--- src/rtl/mem_access_if.sv ---
// Data-RAM port bundle: request side driven by mem_access, completion side by the RAM.
interface mem_access_if;
  logic        ram_en;
  logic [3:0]  ram_write_en;
  logic [31:0] ram_addr;
  logic [31:0] ram_write_data;
  logic        ram_ready;
  logic [31:0] ram_read_data;

  modport master (
    output ram_en,
    output ram_write_en,
    output ram_addr,
    output ram_write_data,
    input  ram_ready,
    input  ram_read_data
  );

  modport slave (
    input  ram_en,
    input  ram_write_en,
    input  ram_addr,
    input  ram_write_data,
    output ram_ready,
    output ram_read_data
  );
endinterface

--- src/rtl/mem_access.sv ---
// MEM-stage data-memory access unit: aligns stores onto byte lanes, runs the RAM
// request/ready handshake, stalls the pipeline while busy and extracts load data.
module mem_access (
  input  logic        clk,
  input  logic        rst,
  input  logic        flush,
  input  logic        mem_read_flag,
  input  logic        mem_write_flag,
  input  logic        mem_sign_ext_flag,
  input  logic [3:0]  mem_sel,
  input  logic [31:0] mem_addr,
  input  logic [31:0] mem_write_data,
  mem_access_if.master ram,
  output logic        stall_req,
  output logic        load_valid,
  output logic [31:0] load_data,
  output logic        addr_error
);

  typedef enum logic [1:0] {StIdle, StBusy, StDone} state_e;

  state_e      state_q;
  logic [1:0]  offset_q;
  logic [3:0]  sel_q;
  logic        sign_q;
  logic        is_load_q;

  logic        sel_ok;
  logic        req;
  logic        misaligned;
  logic        start;
  logic [31:0] shifted;
  logic [31:0] extracted;

  // Request decode and alignment check for the instruction currently in MEM.
  always_comb begin
    sel_ok     = (mem_sel == 4'b0001) | (mem_sel == 4'b0011) | (mem_sel == 4'b1111);
    req        = (mem_read_flag | mem_write_flag) & sel_ok & ~flush;
    misaligned = ((mem_sel == 4'b0011) & mem_addr[0]) |
                 ((mem_sel == 4'b1111) & (|mem_addr[1:0]));
    start      = (state_q == StIdle) & req & ~misaligned;
  end

  // Pipeline-facing status; masked during reset so the reset cycle reads as idle.
  always_comb begin
    stall_req  = ~rst & (start | (state_q == StBusy));
    addr_error = ~rst & (state_q == StIdle) & req & misaligned;
    load_valid = ~rst & (state_q == StDone) & is_load_q & ~flush;
  end

  // Pull the addressed lanes down to bit 0 and extend to 32 bits.
  always_comb begin
    shifted = ram.ram_read_data >> {offset_q, 3'b000};
    case (sel_q)
      4'b0001: extracted = {{24{sign_q & shifted[7]}}, shifted[7:0]};
      4'b0011: extracted = {{16{sign_q & shifted[15]}}, shifted[15:0]};
      default: extracted = shifted;
    endcase
  end

  // Access FSM with registered RAM port and load result.
  always_ff @(posedge clk) begin
    if (rst) begin
      state_q            <= StIdle;
      offset_q           <= 2'b00;
      sel_q              <= 4'b0000;
      sign_q             <= 1'b0;
      is_load_q          <= 1'b0;
      ram.ram_en         <= 1'b0;
      ram.ram_write_en   <= 4'b0000;
      ram.ram_addr       <= 32'h0;
      ram.ram_write_data <= 32'h0;
      load_data          <= 32'h0;
    end else begin
      case (state_q)
        StIdle: begin
          if (start) begin
            ram.ram_addr       <= {mem_addr[31:2], 2'b00};
            // Store wins when both flags are set.
            ram.ram_write_en   <= mem_write_flag ? (mem_sel << mem_addr[1:0]) : 4'b0000;
            ram.ram_write_data <= mem_write_data << {mem_addr[1:0], 3'b000};
            ram.ram_en         <= 1'b1;
            offset_q           <= mem_addr[1:0];
            sel_q              <= mem_sel;
            sign_q             <= mem_sign_ext_flag;
            is_load_q          <= ~mem_write_flag;
            state_q            <= StBusy;
          end
        end
        StBusy: begin
          // Flush is ignored here: an issued RAM transaction always completes.
          if (ram.ram_ready) begin
            if (is_load_q) begin
              load_data <= extracted;
            end
            ram.ram_en       <= 1'b0;
            ram.ram_write_en <= 4'b0000;
            state_q          <= StDone;
          end
        end
        StDone: begin
          state_q <= StIdle;
        end
        default: begin
          state_q <= StIdle;
        end
      endcase
    end
  end

endmodule
--- src/flat_wrapper.sv ---
// flat-port wrapper written by rule: the top's interface ports become plain ports
module mem_access_flat 
  (clk, rst, flush, mem_read_flag, mem_write_flag, mem_sign_ext_flag, mem_sel, mem_addr, mem_write_data, stall_req, load_valid, load_data, addr_error, ram_ram_en, ram_ram_write_en, ram_ram_addr, ram_ram_write_data, ram_ram_ready, ram_ram_read_data);
  mem_access_if ram_i ();
  input  logic clk;
  input  logic rst;
  input  logic flush;
  input  logic mem_read_flag;
  input  logic mem_write_flag;
  input  logic mem_sign_ext_flag;
  input  logic [3:0] mem_sel;
  input  logic [31:0] mem_addr;
  input  logic [31:0] mem_write_data;
  output logic stall_req;
  output logic load_valid;
  output logic [31:0] load_data;
  output logic addr_error;
  output wire logic [$bits(ram_i.ram_en)-1:0] ram_ram_en;
  output wire logic [$bits(ram_i.ram_write_en)-1:0] ram_ram_write_en;
  output wire logic [$bits(ram_i.ram_addr)-1:0] ram_ram_addr;
  output wire logic [$bits(ram_i.ram_write_data)-1:0] ram_ram_write_data;
  input wire logic [$bits(ram_i.ram_ready)-1:0] ram_ram_ready;
  input wire logic [$bits(ram_i.ram_read_data)-1:0] ram_ram_read_data;
  assign ram_ram_en = ram_i.ram_en;
  assign ram_ram_write_en = ram_i.ram_write_en;
  assign ram_ram_addr = ram_i.ram_addr;
  assign ram_ram_write_data = ram_i.ram_write_data;
  assign ram_i.ram_ready = ram_ram_ready;
  assign ram_i.ram_read_data = ram_ram_read_data;
  mem_access u_core (.clk(clk), .rst(rst), .flush(flush), .mem_read_flag(mem_read_flag), .mem_write_flag(mem_write_flag), .mem_sign_ext_flag(mem_sign_ext_flag), .mem_sel(mem_sel), .mem_addr(mem_addr), .mem_write_data(mem_write_data), .ram(ram_i), .stall_req(stall_req), .load_valid(load_valid), .load_data(load_data), .addr_error(addr_error));
endmodule
--- config.mk ---
export PLATFORM = sky130hd
export DESIGN_NAME = mem_access_flat
export DESIGN_NICKNAME = d
export VERILOG_FILES = /design/src/rtl/mem_access_if.sv /design/src/rtl/mem_access.sv /design/src/flat_wrapper.sv
export SDC_FILE = /design/constraint.sdc
export NUM_CORES = 1
export LEC_CHECK = 0
export ABC_CLOCK_PERIOD_IN_PS = 2100
export CORE_ASPECT_RATIO = 0.7
export CORE_MARGIN = 2
export CORE_UTILIZATION = 25
export CTS_CLUSTER_DIAMETER = 60
export DETAILED_ROUTE_END_ITERATION = 6
export PLACE_DENSITY = 0.55
export SYNTH_ARGS = -nofsm -noshare
export SYNTH_HDL_FRONTEND = slang
export SYNTH_SLANG_ARGS = --single-unit
--- constraint.sdc ---
create_clock -name clk -period 2.1 [get_ports clk]
set_clock_uncertainty 0.2 [all_clocks]
set_input_delay 0.42 -clock clk [delete_from_list [all_inputs] [get_ports clk]]
set_output_delay 0.42 -clock clk [all_outputs]
set_load 0.05 [all_outputs]
==> out/results.ini, run 1 <==
[cts]
clock_sinks=109
cts_buffers=9
cts_tree=built
ctsHoldBuffers=0
cts_buffer_depth=2
clockRootBuffer=clkbuf_16
clock_latency_ns=0.36
cts-htree-levels=3
clk_transition_reported_paths_ns=0.08

[floorplanning]
fp.dieH_um=125
die-width_um=176
rows=44
io_pins=211
fp.dieArea_um2=22000
core_area_um2=20500
start_util=0.253

[grt]
grt_pass1_vias=5235
overflow=0
antenna_found_initial=1
gr-usage-all-layers=0.181
grt_pass1_wl_um=30800
grt_max_degree=46

[logic_synthesis]
ys_ff_latch=109
netlist_area_um2=5190
synth_edf_count=0
synth_flop_cell=dfxtp_1
yosys.cell_types.count=39
yosysTopAreaCell=dfxtp_1
async_flop_share=0
synthTopCellsByCount=dfxtp_1 (109), a21oi_1 (86), o21ai_0 (72)
ys_warn_count=0
yosys-top-cells-area=dfxtp_1 (42%), a21oi_1 (8.3%), o21ai_0 (6.9%)
ys_seq_area_frac=0.420
postSynthAreaPerCell_um2=8.34
synth.most_common_cell=dfxtp_1
synth_top_cell_area_share=0.420
syn_inst=623

[setup_path]
critical_path.max_fanout=3
criticalPathCategory=input pin to output port
end_kind=output port
crit_arrival_ns=1.65
cp.required_ns=1.48
rrSetupSlack_ns=0.10
startpoint_type=input pin

[routing]
ant_nets=0
top_layer=met4
drc=0
wl_per_cell_um=18.0
vias_per_cell=4.87
wl_met2_um=7980
first_iter_violations=314
wl_met3_um=1660
via_count=5478
wl_um=20200
first_pass_iters=4
met1_length_um=10200

[cells_and_area]
instances_no_fill=1124
fillers=2092
n_antenna_cell=0
nets=950
drive_gt1_frac=0.252
multiInputGateArea_um2=2840
final-seq-area_um2=2180
finish.utilization=0.396
area_growth_pct=56.5

[status]
status=complete, but fails checks
violations=setup timing

[timing]
finalWorstSetupSlack_ns=-0.166
worst_pin_slew_ns=0.515
slew-limit-headroom=0.657
fin_crit_ns=2.27
max_freq_mhz=441
drv_slew=0
hold_viol_final=0
holdWs_ns=0.264
finalCritPeriodShare=1.08
setup_viol=2
rsz0062_at_grt=yes

[worst_hold_path]
hp-class=flop to flop

[place]
port_buffers=208
place.gp.congestion=0.847
place_inst=1099
dp_hpwl_um=14900

[power_and_ir_drop]
peakVddDrop_mv=0.370
powerDensity_nw_per_um2=608
leakagePower_nw=3.15

[job]
max-cap-violations=0

## cell families (layout without fill, tap and decap cells)
| kind of cell | Yosys count | count (layout) | synth area share |
|---|---|---|---|
| AOI/OAI and AO/OA | 224 | 224 | 0.255 |
| buffers and inverters | 65 | 289 | 0.0525 |
| other | 1 | 2 | 0.000722 |
| and+or+nand+nor | 170 | 170 | 0.162 |
| DFF | 109 | 109 | 0.420 |
| muxes | 54 | 54 | 0.110 |
## worst max-delay path, cell delays in order
cell and delay [ns]:
clkdlybuf4s50_1 0.62, o221a_4 0.26, nand2_4 0.06, a21oi_4 0.14
buf_12 0.15
## layer usage
layer  GRT usage  vias up
li1            -     2717
met1       0.268     2565
met2       0.244      170
met3      0.0601       26
met4      0.0579        0
met5           0        -
## registers in the layout, indices dropped and copies added, names as in the netlist
register and count:
u_core.ram.ram_write_en 4, u_core.is_load_q 1, u_core.load_data 32, u_core.state_q 2, u_core.offset_q 2, u_core.ram.ram_addr 30, u_core.ram.ram_write_data 32, u_core.ram.ram_en 1
u_core.sign_q 1, u_core.sel_q 4
## cell usage in the layout (no fill, tap or decap), drive strengths merged, types with 3 or more instances in the layout
cell type	n
a211oi	32
a21oi	86
a31oi	3
and3	3
buf	152
clkbuf	10
clkdlybuf4s50	98
dfxtp	109
dlygate4sd2	18
inv	6
mux2	24
mux2i	30
nand2	52
nand2b	10
nand3	37
nand4	9
nor2	35
nor2b	4
nor3	4
o2111ai	8
o211ai	13
o21ai	72
or4	8
## final cells by class
cell class / instances / area share
Multi-Input combinational cell: 450 / 0.349
Timing Repair Buffer: 271 / 0.297
Sequential cell: 109 / 0.269
Tap cell: 276 / 0.0425
Clock buffer: 9 / 0.0277
Clock inverter: 7 / 0.0143
Inverter: 2 / 0.000924
## where the power goes
group | switching, mW | total (mW) | internal, mW | leakage, nW
clock | 0.895 | 1.98 | 1.08 | 0.167
combinational | 0.454 | 0.841 | 0.387 | 2.10
sequential | 0.0238 | 2.12 | 2.10 | 0.881
total | 1.37 | 4.94 | 3.57 | 3.15
## worst paths after layout
path / startpoint / to / cells past startpoint
max: mem_write_flag / stall_req / 5
min reg2reg: u_core.load_data[1]$_SDFFE_PP0P_ / u_core.load_data[1]$_SDFFE_PP0P_ / 2
max reg2reg: u_core.state_q[0]$_SDFFE_PP0P_ / u_core.ram.ram_write_data[9]$_SDFFE_PP0P_ / 7
min: u_core.load_data[1]$_SDFFE_PP0P_ / u_core.load_data[1]$_SDFFE_PP0P_ / 2
## timing repair
| action | in CTS | in global routing |
|---|---|---|
| buffers inserted | 5 | 4 |
| pin swaps | 7 | 9 |
| resized for setup | 34 | 12 |
| endpoints found under the setup margin | 68 | 18 |
## through the flow
stage | setup slack, ns | TNS, ns | cell area (µm²) | total power [mW]
2_1_floorplan | -0.212 | -0.355 | 5240 | 2.57
3_3_place_gp | -0.464 | -33.11 | 7710 | 3.00
3_5_place_dp | -0.526 | -33.81 | 7710 | 3.00
4_1_cts | -0.205 | -0.343 | 8090 | 4.99
5_1_grt | -0.242 | -0.394 | 8130 | 5.16
6_report | -0.166 | -0.236 | 8130 | 4.94
Note: power is estimated with default switching activity, not from simulation.
==> inputs of run 2 (changes only) <==
Settings changed: ABC_CLOCK_PERIOD_IN_PS 2100 to default, SETUP_SLACK_MARGIN from default to 0.3.
==> out/results.ini, run 2 (same netlist as run 1, synthesis figures left out) <==
[grt]
grt_pass1_vias=5295
overflow=0
antenna_found_initial=1
grt_pass1_wl_um=31000
gr-usage-all-layers=0.180
grt_max_degree=50

[cells_and_area]
final_common_cell=buf_4
final-seq-area_um2=2200
finish.utilization=0.437
area_growth_pct=72.9
final_cell_mix=buf_4 (139), dfxtp_1 (103), clkdlybuf4s50_1 (95)
fillers=2029
largest_registers=u_core.load_data x32, u_core.ram.ram_write_data x32, u_core.ram.ram_addr x30
multiInputGateArea_um2=3210
drive_gt1_frac=0.384
nets=974
instances_no_fill=1149

[setup_path]
crit_arrival_ns=1.64
cp_cell_sequence=dlygate4sd2_1 -> o211a_1 -> o211ai_1 -> buf_4 -> nand2_2 -> a21oi_4 -> buf_12
cp.required_ns=1.48
rrSetupSlack_ns=-0.01
criticalPathCategory=input pin to output port
critical_path.max_fanout=5
regToRegEndpoint=u_core.ram.ram_write_data[13]$_SDFFE_PP0P_
crit-reg2reg-launch=u_core.state_q[0]$_SDFFE_PP0P_
slowest_stage=dlygate4sd2_1
rr_worst_depth=7
max_stage_delay_ns=0.31
end_kind=output port
startpoint_type=input pin

[timing]
slew-limit-headroom=0.575
fin_crit_ns=2.26
finalWorstSetupSlack_ns=-0.161
holdWs_ns=0.173
setup_viol=5
hold_viol_final=0
max_freq_mhz=442
worst_pin_slew_ns=0.637
drv_slew=0
finalCritPeriodShare=1.08
rsz0062_at_grt=yes

[power_and_ir_drop]
pwr-share-comb=0.193
intPower_mw=3.49
seqPwrFrac=0.435
peakVddDrop_mv=0.433
leakagePower_nw=3.41
clkPwrFrac=0.372
powerDensity_nw_per_um2=544
finalPower_mw=4.88
p_sw_frac=0.286
power_switching_mw=1.40

[floorplanning]
io_pins=211
die-width_um=176
fp.dieH_um=125
core_area_um2=20500
fp.dieArea_um2=22000
start_util=0.253
rows=44

[place]
place_ws_ns=-0.455
dp_hpwl_um=14800
port_buffers=208
place.gp.congestion=0.831
place_inst=1105

[status]
status=complete, but fails checks
violations=setup timing

[routing]
wl_per_cell_um=18.9
drc=0
via_count=5645
first_pass_iters=4
wl_um=21700
first_iter_violations=306
ant_nets=0
vias_per_cell=4.91

[cts]
cts_tree=built
ctsHoldBuffers=0
clockRootBuffer=clkbuf_16
clock_latency_ns=0.36
cts_buffer_depth=2
clock_sinks=109
clk_transition_reported_paths_ns=0.08
cts_buffers=9
cts-htree-levels=3

[worst_hold_path]
hp-class=input pin to flop
min_from=rst
holdPathEnd=u_core.state_q[0]$_SDFFE_PP0P_
hold_depth=2

[job]
max-cap-violations=0

## run 2: how the worst max path moves through the flow
stage / endpoint / startpoint / depth (start not counted) / slack, ns
after floorplan: addr_error / u_core.state_q[0]$_SDFFE_PP0P_ / 5 / -0.17
final: stall_req / mem_sel[3] / 7 / -0.16
after global placement: u_core.ram.ram_write_data[9]$_SDFFE_PP0P_ / flush / 7 / -0.47
after CTS: stall_req / u_core.state_q[1]$_SDFFE_PP0P_ / 5 / -0.17
after detailed placement: u_core.ram.ram_write_data[8]$_SDFFE_PP0P_ / flush / 7 / -0.46
after global routing: addr_error / u_core.state_q[0]$_SDFFE_PP0P_ / 5 / -0.22
## run 2: through the flow
step | instance area, µm² | setup TNS (ns)
6_report | 8980 | -0.328
5_1_grt | 8980 | -1.11
4_1_cts | 8220 | -0.346
3_5_place_dp | 7780 | -31.21
3_3_place_gp | 7780 | -30.69
2_1_floorplan | 5320 | -0.335
## run 2: layout make-up
type,count,share of cell area
multi-input combinational,450,0.357
antenna,1,0.000279
sequential,109,0.245
timing repair buffer,295,0.324
inverter,2,0.000836
clock inverter,7,0.00947
clock buffer,9,0.0251
tap,276,0.0384
## run 2: routing by layer
layer / routed length [µm] / track usage
met5: 0 / 0
met4: 161 / 0.0360
met3: 1470 / 0.0504
met2: 8900 / 0.253
met1: 11200 / 0.271
## run 2: worst max-delay path: cells and delay by family
kind / cells / cell delay, ns
buffers and inverters: 3 / 0.62
and+or+nand+nor: 1 / 0.07
AOI/OAI and AO/OA: 3 / 0.53
## run 2: repair_timing
| item | in CTS | in global routing |
|---|---|---|
| setup buffers | 3 | 11 |
| hold endpoints to repair | 0 | 0 |
| setup endpoints to repair | 119 | 107 |
| gates cloned | 1 | 12 |
| pin swaps | 6 | 31 |
| resized for setup | 94 | 138 |
## run 2: power by group through the flow
stage	clock, mW	combinational, mW	sequential (mW)
4_1_cts	1.88	0.853	2.12
3_5_place_dp	0	0.838	2.17
2_1_floorplan	0	0.311	2.27
3_3_place_gp	0	0.840	2.17
5_1_grt	1.96	1.00	2.13
6_report	1.82	0.942	2.13
